$ cat src/rtl/uart_rx_sampler_if.sv
// -----------------------------------------------------------------------------
// uart_rx_sampler_if
// Purpose : Groups the receive-sampler signals into one bundle.
//           "master" drives the synchronised serial line and the start pulse,
//           and consumes the received word, strobe and status flags.
//           "slave" is the sampler side.
// Signals : serial_in_synced  serial line, already synchronised, idle high
//           start_detected    one-cycle frame-start pulse
//           received_data     last received word, bit 0 = first data bit
//           data_valid        one-cycle strobe, word and flags updated
//           parity_error      last frame had odd parity
//           framing_error     stop bit of last frame sampled low
//           busy              sampler is inside a frame
// -----------------------------------------------------------------------------
interface uart_rx_sampler_if #(
    parameter int INPUT_DATA_WIDTH = 8
);
    logic                        serial_in_synced;
    logic                        start_detected;
    logic [INPUT_DATA_WIDTH-1:0] received_data;
    logic                        data_valid;
    logic                        parity_error;
    logic                        framing_error;
    logic                        busy;

    modport master (
        output serial_in_synced,
        output start_detected,
        input  received_data,
        input  data_valid,
        input  parity_error,
        input  framing_error,
        input  busy
    );

    modport slave (
        input  serial_in_synced,
        input  start_detected,
        output received_data,
        output data_valid,
        output parity_error,
        output framing_error,
        output busy
    );
endinterface

$ cat src/rtl/uart_rx_sampler.sv
// -----------------------------------------------------------------------------
// uart_rx_sampler
// Purpose : Times mid-bit sample points from a start_detected pulse, confirms
//           the start bit, shifts in INPUT_DATA_WIDTH data bits LSB-first,
//           checks an optional even-parity bit and the stop bit, then presents
//           the word with a one-cycle data_valid strobe and error flags.
// Ports   : clk      system clock, posedge
//           reset_n  asynchronous active-low reset
//           bus      uart_rx_sampler_if.slave (line in, word/flags out)
// -----------------------------------------------------------------------------
module uart_rx_sampler #(
    parameter int INPUT_DATA_WIDTH = 8,
    parameter int PARITY_ENABLED   = 1,
    parameter int CLOCKS_PER_BIT   = 5000
) (
    input  logic                 clk,
    input  logic                 reset_n,
    uart_rx_sampler_if.slave     bus
);
    localparam int W     = INPUT_DATA_WIDTH;
    localparam int CNT_W = $clog2(CLOCKS_PER_BIT);
    localparam int IDX_W = $clog2(INPUT_DATA_WIDTH + 1);

    localparam logic [CNT_W-1:0] CNT_HALF = CNT_W'(CLOCKS_PER_BIT / 2);
    localparam logic [CNT_W-1:0] CNT_LAST = CNT_W'(CLOCKS_PER_BIT - 1);
    localparam logic [CNT_W-1:0] CNT_ONE  = CNT_W'(1);
    localparam logic [IDX_W-1:0] IDX_LAST = IDX_W'(INPUT_DATA_WIDTH - 1);

    typedef enum logic [2:0] {
        S_IDLE,
        S_START,
        S_DATA,
        S_PARITY,
        S_STOP
    } state_t;

    state_t           state_q;
    logic [CNT_W-1:0] cnt_q;
    logic [IDX_W-1:0] idx_q;
    logic [W-1:0]     shreg_q;
    logic             par_err_q;
    logic [W-1:0]     rdata_q;
    logic             valid_q;
    logic             perr_out_q;
    logic             ferr_out_q;
    logic             busy_q;

    logic [W-1:0]     shreg_d;
    logic             par_err_d;
    logic             bit_tick_d;

    // New bit enters at the MSB so that after W samples bit 0 is the first
    // bit seen on the line.
    generate
        if (W == 1) begin : g_shift_one
            assign shreg_d = bus.serial_in_synced;
        end else begin : g_shift_wide
            assign shreg_d = {bus.serial_in_synced, shreg_q[W-1:1]};
        end
    endgenerate

    // Even parity: the data bits plus the parity bit must XOR to zero.
    assign par_err_d  = (^shreg_q) ^ bus.serial_in_synced;
    assign bit_tick_d = (cnt_q == CNT_LAST);

    always_ff @(posedge clk or negedge reset_n) begin
        if (!reset_n) begin
            state_q    <= S_IDLE;
            cnt_q      <= '0;
            idx_q      <= '0;
            shreg_q    <= '0;
            par_err_q  <= 1'b0;
            rdata_q    <= '0;
            valid_q    <= 1'b0;
            perr_out_q <= 1'b0;
            ferr_out_q <= 1'b0;
            busy_q     <= 1'b0;
        end else begin
            valid_q <= 1'b0;
            case (state_q)
                S_IDLE: begin
                    cnt_q <= '0;
                    if (bus.start_detected) begin
                        // The pulse cycle itself counts as tick 0, so the
                        // counter equals the cycle number while in START.
                        state_q   <= S_START;
                        cnt_q     <= CNT_ONE;
                        par_err_q <= 1'b0;
                        busy_q    <= 1'b1;
                    end
                end

                S_START: begin
                    if (cnt_q == CNT_HALF) begin
                        cnt_q <= '0;
                        idx_q <= '0;
                        if (bus.serial_in_synced) begin
                            // Line went back high: glitch, not a start bit.
                            state_q <= S_IDLE;
                            busy_q  <= 1'b0;
                        end else begin
                            state_q <= S_DATA;
                        end
                    end else begin
                        cnt_q <= cnt_q + CNT_ONE;
                    end
                end

                S_DATA: begin
                    if (bit_tick_d) begin
                        cnt_q   <= '0;
                        shreg_q <= shreg_d;
                        if (idx_q == IDX_LAST) begin
                            state_q <= (PARITY_ENABLED != 0) ? S_PARITY : S_STOP;
                        end else begin
                            idx_q <= idx_q + IDX_W'(1);
                        end
                    end else begin
                        cnt_q <= cnt_q + CNT_ONE;
                    end
                end

                S_PARITY: begin
                    if (bit_tick_d) begin
                        cnt_q     <= '0;
                        par_err_q <= par_err_d;
                        state_q   <= S_STOP;
                    end else begin
                        cnt_q <= cnt_q + CNT_ONE;
                    end
                end

                S_STOP: begin
                    if (bit_tick_d) begin
                        rdata_q    <= shreg_q;
                        perr_out_q <= (PARITY_ENABLED != 0) ? par_err_q : 1'b0;
                        ferr_out_q <= ~bus.serial_in_synced;
                        valid_q    <= 1'b1;
                        // Leaving at mid stop bit lets a start pulse arriving
                        // right here be taken without losing a frame.
                        if (bus.start_detected) begin
                            state_q   <= S_START;
                            cnt_q     <= CNT_ONE;
                            par_err_q <= 1'b0;
                        end else begin
                            state_q <= S_IDLE;
                            cnt_q   <= '0;
                            busy_q  <= 1'b0;
                        end
                    end else begin
                        cnt_q <= cnt_q + CNT_ONE;
                    end
                end

                default: begin
                    state_q <= S_IDLE;
                    cnt_q   <= '0;
                    busy_q  <= 1'b0;
                end
            endcase
        end
    end

    assign bus.received_data = rdata_q;
    assign bus.data_valid    = valid_q;
    assign bus.parity_error  = perr_out_q;
    assign bus.framing_error = ferr_out_q;
    assign bus.busy          = busy_q;

endmodule

$ cat src/flat_wrapper.sv
// flat-port wrapper written by rule: the top's interface ports become plain ports
module uart_rx_sampler_flat 
#(
    parameter int INPUT_DATA_WIDTH = 8,
    parameter int PARITY_ENABLED   = 1,
    parameter int CLOCKS_PER_BIT   = 5000
)
  (clk, reset_n, bus_serial_in_synced, bus_start_detected, bus_received_data, bus_data_valid, bus_parity_error, bus_framing_error, bus_busy);
  uart_rx_sampler_if #(.INPUT_DATA_WIDTH(INPUT_DATA_WIDTH)) bus_i ();
  input  logic clk;
  input  logic reset_n;
  input wire logic [$bits(bus_i.serial_in_synced)-1:0] bus_serial_in_synced;
  input wire logic [$bits(bus_i.start_detected)-1:0] bus_start_detected;
  output wire logic [$bits(bus_i.received_data)-1:0] bus_received_data;
  output wire logic [$bits(bus_i.data_valid)-1:0] bus_data_valid;
  output wire logic [$bits(bus_i.parity_error)-1:0] bus_parity_error;
  output wire logic [$bits(bus_i.framing_error)-1:0] bus_framing_error;
  output wire logic [$bits(bus_i.busy)-1:0] bus_busy;
  assign bus_i.serial_in_synced = bus_serial_in_synced;
  assign bus_i.start_detected = bus_start_detected;
  assign bus_received_data = bus_i.received_data;
  assign bus_data_valid = bus_i.data_valid;
  assign bus_parity_error = bus_i.parity_error;
  assign bus_framing_error = bus_i.framing_error;
  assign bus_busy = bus_i.busy;
  uart_rx_sampler #(.INPUT_DATA_WIDTH(INPUT_DATA_WIDTH), .PARITY_ENABLED(PARITY_ENABLED), .CLOCKS_PER_BIT(CLOCKS_PER_BIT)) u_core (.clk(clk), .reset_n(reset_n), .bus(bus_i));
endmodule
$ cat config.mk
export PLATFORM = sky130hd
export DESIGN_NAME = uart_rx_sampler_flat
export DESIGN_NICKNAME = d
export VERILOG_FILES = /design/src/rtl/uart_rx_sampler_if.sv /design/src/rtl/uart_rx_sampler.sv /design/src/flat_wrapper.sv
export SDC_FILE = /design/constraint.sdc
export NUM_CORES = 1
export LEC_CHECK = 0
export CAP_MARGIN = 10
export CORE_ASPECT_RATIO = 1.2
export CORE_MARGIN = 8
export CORE_UTILIZATION = 57
export DETAILED_ROUTE_END_ITERATION = 10
export PLACE_DENSITY = 0.78
export SYNTH_ARGS = -nofsm -noshare
export SYNTH_HDL_FRONTEND = slang
export SYNTH_SLANG_ARGS = --single-unit
$ cat constraint.sdc
create_clock -name clk -period 2.7 [get_ports clk]
set_input_delay 0.54 -clock clk [delete_from_list [all_inputs] [get_ports clk]]
set_output_delay 0.54 -clock clk [all_outputs]
set_load 0.02 [all_outputs]
==> impl_metrics.env, run 1 <==
export IMPL_setup_viol=0
export IMPL_post_cts_setup_buffers=0
export IMPL_clk_pin_slew_ns=0.08
export IMPL_utilization_pct=65.7
export IMPL_drtPass1Iterations=4
export IMPL_fin_crit_sh_pct=86.3
export IMPL_seqCellArea_sq_um=1030
export IMPL_clock_sinks=41
export IMPL_cp_max_fo=13
export IMPL_synth_area_leaders="dfrtp_1 48%, mux2_1 5.8%, mux2_4 5.6%, xnor2_1 4.1%, xor2_1 3.7%"
export IMPL_cp_cell_sequence="ha_1, nand2_1, nor4_4, nand2_1, a21oi_2, o21ai_0"
export IMPL_crit_path_end_kind="register"
export IMPL_synth_most_common_cell="dfrtp_1"
export IMPL_place_inst=233
export IMPL_syn_to_final_growth_pct=10.7
export IMPL_grt_max_degree=42
export IMPL_hold_ws_ns=0.360
export IMPL_maxCapViolations=0
export IMPL_drt_initial_drc_count=122
export IMPL_hp_class="input pin to async pin"
export IMPL_fmax_mhz=429
export IMPL_die_w_microns=71.9
export IMPL_clock_skew_ns=0.00846
export IMPL_clkLatencyLatePin_ns=0.29
export IMPL_dr_wl_met2_microns=1920
export IMPL_ys_warn_count=0
export IMPL_hpwl_microns=2830
export IMPL_cts_hold_buf=0
export IMPL_syn_nets=191
export IMPL_postSynth_asyncResetShare_pct=100
export IMPL_cpPeakStageDelay_ns=0.53
export IMPL_initial_core_util_pct=59.3
export IMPL_synth_cell_types=47
export IMPL_cts_resized=0
export IMPL_cts_buffers=5
export IMPL_cts_buffer_depth=2
export IMPL_final_cell_count_no_fill=241
export IMPL_yosysTopAreaCell="dfrtp_1"
export IMPL_gp_congestion=0.857
export IMPL_track_usage_pct=14.1
export IMPL_worstSetupStartpointType="register"
export IMPL_synth_edf_count=0
export IMPL_antenna_found_initial=0
export IMPL_synth_top_cell_area_share_pct=48.0
export IMPL_report_power_total_uw=1550
export IMPL_htree_levels=2
export IMPL_multiInputGateArea_sq_um=1040
export IMPL_critical_path_required_ns=2.84
export IMPL_p_leak_uw=0.00110
export IMPL_top_layer_used="met4"
export IMPL_cts_tree="built"
export IMPL_drtAntennaViolNets=0
export IMPL_post_drt_wl_per_cell_microns=16.2
export IMPL_die_area_sq_um=5980
export IMPL_die_y_microns=83.1
export IMPL_boundaryPins=16
export IMPL_ys_flop_type="dfrtp_1"
export IMPL_synth_top_cells_by_count="41 x dfrtp_1, 14 x nor2_1, 12 x nand2_1"
export IMPL_slowest_stage="a21oi_2"
export IMPL_cts_root_buf="clkbuf_8"
export IMPL_min_period_ns=2.33
export IMPL_wl_microns=3900
export IMPL_drc=0
export IMPL_slew_headroom_pct=41.3
export IMPL_crit_top_cell="nand2_1"
export IMPL_drive_gt1_share_pct=15.8
export IMPL_yosysSeqAreaShare_pct=48.0
export IMPL_finalSetupTns_ns=0
export IMPL_crit_type="register to register"
export IMPL_fin_nets=208
export IMPL_grt_pass1_vias=1426
export IMPL_antenna_cells=0
export IMPL_io_buffers=15
export IMPL_coreArea_sq_um=3600
export IMPL_postSynthAreaPerCell_sq_um=11.6
export IMPL_met1_length_microns=1750
export IMPL_ys_ff_latch=41
export IMPL_drv_slew=0
export IMPL_vias=1431
export IMPL_syn_inst=184
export IMPL_hold_violations=0
export IMPL_rsz0062_at_grt="false"
export IMPL_grt_pass1_wl_microns=6820
export IMPL_arrival_ns=2.47
export IMPL_status="finished clean"
export IMPL_overflow=0
export IMPL_power_density_nw_per_um2=653
export IMPL_viasPerCell=5.94
export IMPL_worst_pin_slew_ns=0.881
export IMPL_syn_area_sq_um=2140
export IMPL_ir_drop_mv=0.509
export IMPL_fp_row_count=24
export IMPL_nFillCells=284
export IMPL_dr_wl_met3_microns=167
routing by layer:
layer  vias up  GRT usage (%)
met5         -              0
met4         0           4.66
met3         7           4.69
met2        34           22.2
met1       713           17.5
li1        677              -
state kept, by name, summed over array words and instances (netlist names):
register	flops
u_core.state_q	3
u_core.bus.received_data	8
u_core.bus.busy	1
u_core.bus.parity_error	1
u_core.bus.data_valid	1
u_core.cnt_q	13
u_core.shreg_q	8
u_core.par_err_q	1
u_core.bus.framing_error	1
u_core.idx_q	4
area by class of cell:
cell class / count / share of cell area [%]
Tap cell: 39 / 2.06
Clock buffer: 5 / 2.91
Multi-Input combinational cell: 133 / 44.0
Timing Repair Buffer: 15 / 6.13
Inverter: 5 / 0.793
Sequential cell: 41 / 43.3
Clock inverter: 3 / 0.740
power by group:
part | total, uW | internal (uW) | leakage [uW] | switching [uW]
combinational | 422 | 174 | 0.000503 | 248
clock | 385 | 178 | 0.0000439 | 207
sequential | 739 | 660 | 0.000555 | 78.5
final timing paths:
kind | start | end | slack, ns | depth (start not counted)
setup / recovery | u_core.cnt_q[0] | u_core.cnt_q[0] | 0.37 | 6
hold / removal | reset_n | u_core.state_q[1] | 0.36 | 1
setup reg to reg | u_core.cnt_q[0] | u_core.cnt_q[0] | 0.37 | 6
hold reg to reg | u_core.bus.received_data[1] | u_core.bus.received_data[1] | 0.49 | 1
max in group asynchronous | reset_n | u_core.shreg_q[4] | 1.79 | 1
min in group clk | u_core.bus.received_data[1] | u_core.bus.received_data[1] | 0.49 | 1
per-stage QoR:
stage	setup WS (ns)	cell area (sq um)
3_5_place_dp	0.422	2280
4_1_cts	0.385	2370
5_1_grt	0.164	2370
2_1_floorplan	0.818	2140
6_report	0.370	2370
3_3_place_gp	0.551	2280
worst max-delay path: cells and delay by family (launching register included):
kind,cells,cell delay (ns)
and+or+nand+nor,3,0.76
adders and majority gates,1,0.28
AOI/OAI and AO/OA,2,0.72
DFF,1,0.43
cells in the final DEF, fill, tap and decap left out, types with 2 or more instances in the layout:
| cell type | synthesis | layout |
|---|---|---|
| a21o_1 | 2 | 2 |
| a21oi_1 | 7 | 7 |
| a31oi_1 | 2 | 2 |
| and3_1 | 4 | 4 |
| clkbuf_8 | 1 | 5 |
| clkdlybuf4s50_1 | 0 | 14 |
| clkinv_2 | 0 | 2 |
| dfrtp_1 | 41 | 41 |
| ha_1 | 3 | 3 |
| inv_1 | 5 | 5 |
| mux2_1 | 11 | 11 |
| mux2_4 | 8 | 8 |
| nand2_1 | 12 | 12 |
| nand3_1 | 8 | 8 |
| nor2_1 | 14 | 14 |
| nor2_2 | 2 | 2 |
| nor2b_1 | 2 | 2 |
| nor4_4 | 2 | 2 |
| o21ai_0 | 7 | 7 |
| o21ai_1 | 4 | 4 |
| o31ai_1 | 2 | 2 |
| xnor2_1 | 10 | 10 |
| xor2_1 | 9 | 9 |
cell families after synthesis:
kind of cell / count (synthesis) / share of synthesized area (%)
adders and majority gates: 3 / 1.76
buffers and inverters: 10 / 3.28
muxes: 19 / 11.4
DFF: 41 / 48.0
and+or+nand+nor: 60 / 18.5
AOI/OAI and AO/OA: 32 / 9.25
xor gates and xnor gates: 19 / 7.78
(Power assumes the default switching activity.)
==> run 2, diff against run 1 <==
- CAP_MARGIN: 10 -> 20
==> results of run 2 <==
Final layout, timing and power as in run 1 (identical DEF).
==> patch, RTL diff (flow settings as in run 2) <==
Encoding of `state_t`: now one-hot (5 bits for 5 states).
--- a/src/rtl/uart_rx_sampler.sv
+++ b/src/rtl/uart_rx_sampler.sv
@@ -27,10 +27,10 @@
     localparam logic [IDX_W-1:0] IDX_LAST = IDX_W'(INPUT_DATA_WIDTH - 1);
 
-    typedef enum logic [2:0] {
-        S_IDLE,
-        S_START,
-        S_DATA,
-        S_PARITY,
-        S_STOP
+    typedef enum logic [4:0] {
+        S_IDLE   = 5'b00001,
+        S_START  = 5'b00010,
+        S_DATA   = 5'b00100,
+        S_PARITY = 5'b01000,
+        S_STOP   = 5'b10000
     } state_t;
 
Behaviour: no difference found for any inputs over 10 cycles, from zero or initial values and one cycle with reset_n low; not proved beyond that.
==> patch against run 2 <==
Total power shrank 3.8%. Synthesized area increased by 5.1%. Wire length increased by 17%. Sequential cell count up 2. First-iteration DRC count unchanged. Final area up 5.4%. Worst setup slack improved by 260 ps. Non-clock buffer count increased by 1. Critical endpoint is now u_core.state_q[2]. Largest cell class unchanged.
==> patch: results (changes against run 2) <==
CTS clk-pin slew, worst paths: 80 ps (about the same)
syn nets: 206 (+7.9%)
Max VDD drop: 0.379 mV (-26%)
reg2reg setup slack: 630 ps (+260 ps)
max reg flops: 13 (unchanged)
Cells after Synth: 199 (+8.2%)
routed len/inst: 17.0 um (+5.1%)
worst-path fanout max: 9 (-4)
CP arrival: 2240 ps (-230 ps)
Synth cell types: 49 (+4.3%)
Hold Violations, Final: 0 (unchanged)
DRT Pass-1 Iters: 4 (unchanged)
first-pass GRT wire length: 7690 um (+13%)
sequential fraction of the synthesis area: 47.9% (-0.068 points)
Setup Skew: 7.40 ps (-1.07 ps)
number of buffers added on ports: 15 (unchanged)
Setup crit end kind: flip-flop
# resized after CTS: 0 (unchanged)
Commonest cells post-synth: dfrtp_1 (42), nor2_1 (17), mux2_2 (13), xnor2_1 (11), xor2_1 (11)
antenna violations before repair: 0 (unchanged)
H-tree depth: 2 (unchanged)
layout cell share with drive strength beyond 1: 17.3% (+1.4 points)
Hold Buf Count CTS: 0 (unchanged)
Final Instance Count excl. Fillers: 268 (+11%)
DP HPWL: 3280 um (+16%)
RePlAce Congestion: 0.864 (+0.78%)
largest net degree at the start of global routing: 44 (+4.8%)
leak pwr: 0.00111 uW (+0.53%)
setup TNS: 0 ps (unchanged)
Placed Cells: 261 (+12%)
pre-CTS setup slack: 657 ps (+235 ps)
Synth Warn #: 0 (unchanged)
Slew Limit Fails: 0 (unchanged)
fin nets: 221 (+6.3%)
worst skew pair latency: 290 ps (about the same)
vias in the first global route: 1627 (+14%)
R2R Path End: u_core.state_q[2]
clk buf depth: 2 (unchanged)
Hold WC Path Type: input pin to asynchronous set/reset pin
vias per inst: 5.85 (-1.4%)
Layout fillers: 323 (+14%)
worst r2r path cells: 6 (unchanged)
initial drt markers: 122 (unchanged)
outcome: finished clean
ys async rst share: 100% (unchanged)
top cells by area, synth: dfrtp_1 (47%), mux2_2 (6.5%), xnor2_1 (4.3%)
n_diodes: 0 (unchanged)
Tot GR Track Use: 15.8% (+1.7 points)
root buffer cell: clkbuf_8
relative slew slack: 37.5% (-3.8 points)
Reg-to-Reg Start: u_core.cnt_q[0]
Post-CTS Setup Repair Bufs: 0 (unchanged)
[patch: cell type report]
| class | count | area (sq um) | share of cell area [%] |
|---|---|---|---|
| inverter | 6 | 22.5 | 0.902 |
| clock buffer | 6 | 82.6 | 3.31 |
| multi-input combinational | 142 | 1090 | 43.6 |
| timing repair buffer | 16 | 153 | 6.12 |
| sequential | 43 | 1080 | 43.2 |
| clock inverter | 1 | 5.00 | 0.201 |
| tap | 54 | 67.6 | 2.71 |
[patch: critical path, cell delays in order (launching register included)]
cell and delay (ps):
dfrtp_1 420, ha_1 290, and3_1 180, and4b_1 420
nor2_2 90, nor3_2 210, mux2_1 350
[patch: cells by family (layout without fill, tap and decap cells)]
kind of cell               count (synthesis)  after routing  synth area share (%)
and+or+nand+nor                           69             69                  19.9
DFF                                       43             43                  47.9
AOI/OAI and AO/OA                         30             30                  8.57
xor gates and xnor gates                  22             22                  8.57
muxes                                     18             18                  9.68
buffers and inverters                     14             29                  3.67
adders and majority gates                  3              3                  1.67
[patch: worst max-delay path by stage]
stage	start	end	slack, ps
floorplan	u_core.cnt_q[0]	u_core.shreg_q[0]	910
global placement	u_core.cnt_q[0]	u_core.state_q[2]	770
detailed placement	u_core.cnt_q[0]	u_core.state_q[2]	660
CTS	u_core.cnt_q[0]	u_core.idx_q[0]	620
global route	u_core.cnt_q[0]	u_core.state_q[2]	500
finish	u_core.cnt_q[0]	u_core.state_q[2]	630
[patch: routing by layer]
layer	vias to the layer above	track usage, %	share of wire [%]
li1	738	-	-
met1	777	18.3	42
met2	46	26.9	52
met3	8	4.05	4.6
met4	0	5.83	1.5
met5	-	0	0
[patch: per-stage QoR]
stage | hold slack [ps] | cell area [sq um]
after floorplan | 244 | 2250
after global placement | 477 | 2410
after detailed placement | 486 | 2410
after CTS | 410 | 2500
after global routing | 466 | 2500
final | 385 | 2500
[patch: where the power goes]
group          switching, uW  internal [uW]  leakage, uW
combinational            192            142     0.000473
sequential              58.0            687     0.000588
clock                    208            201    0.0000470
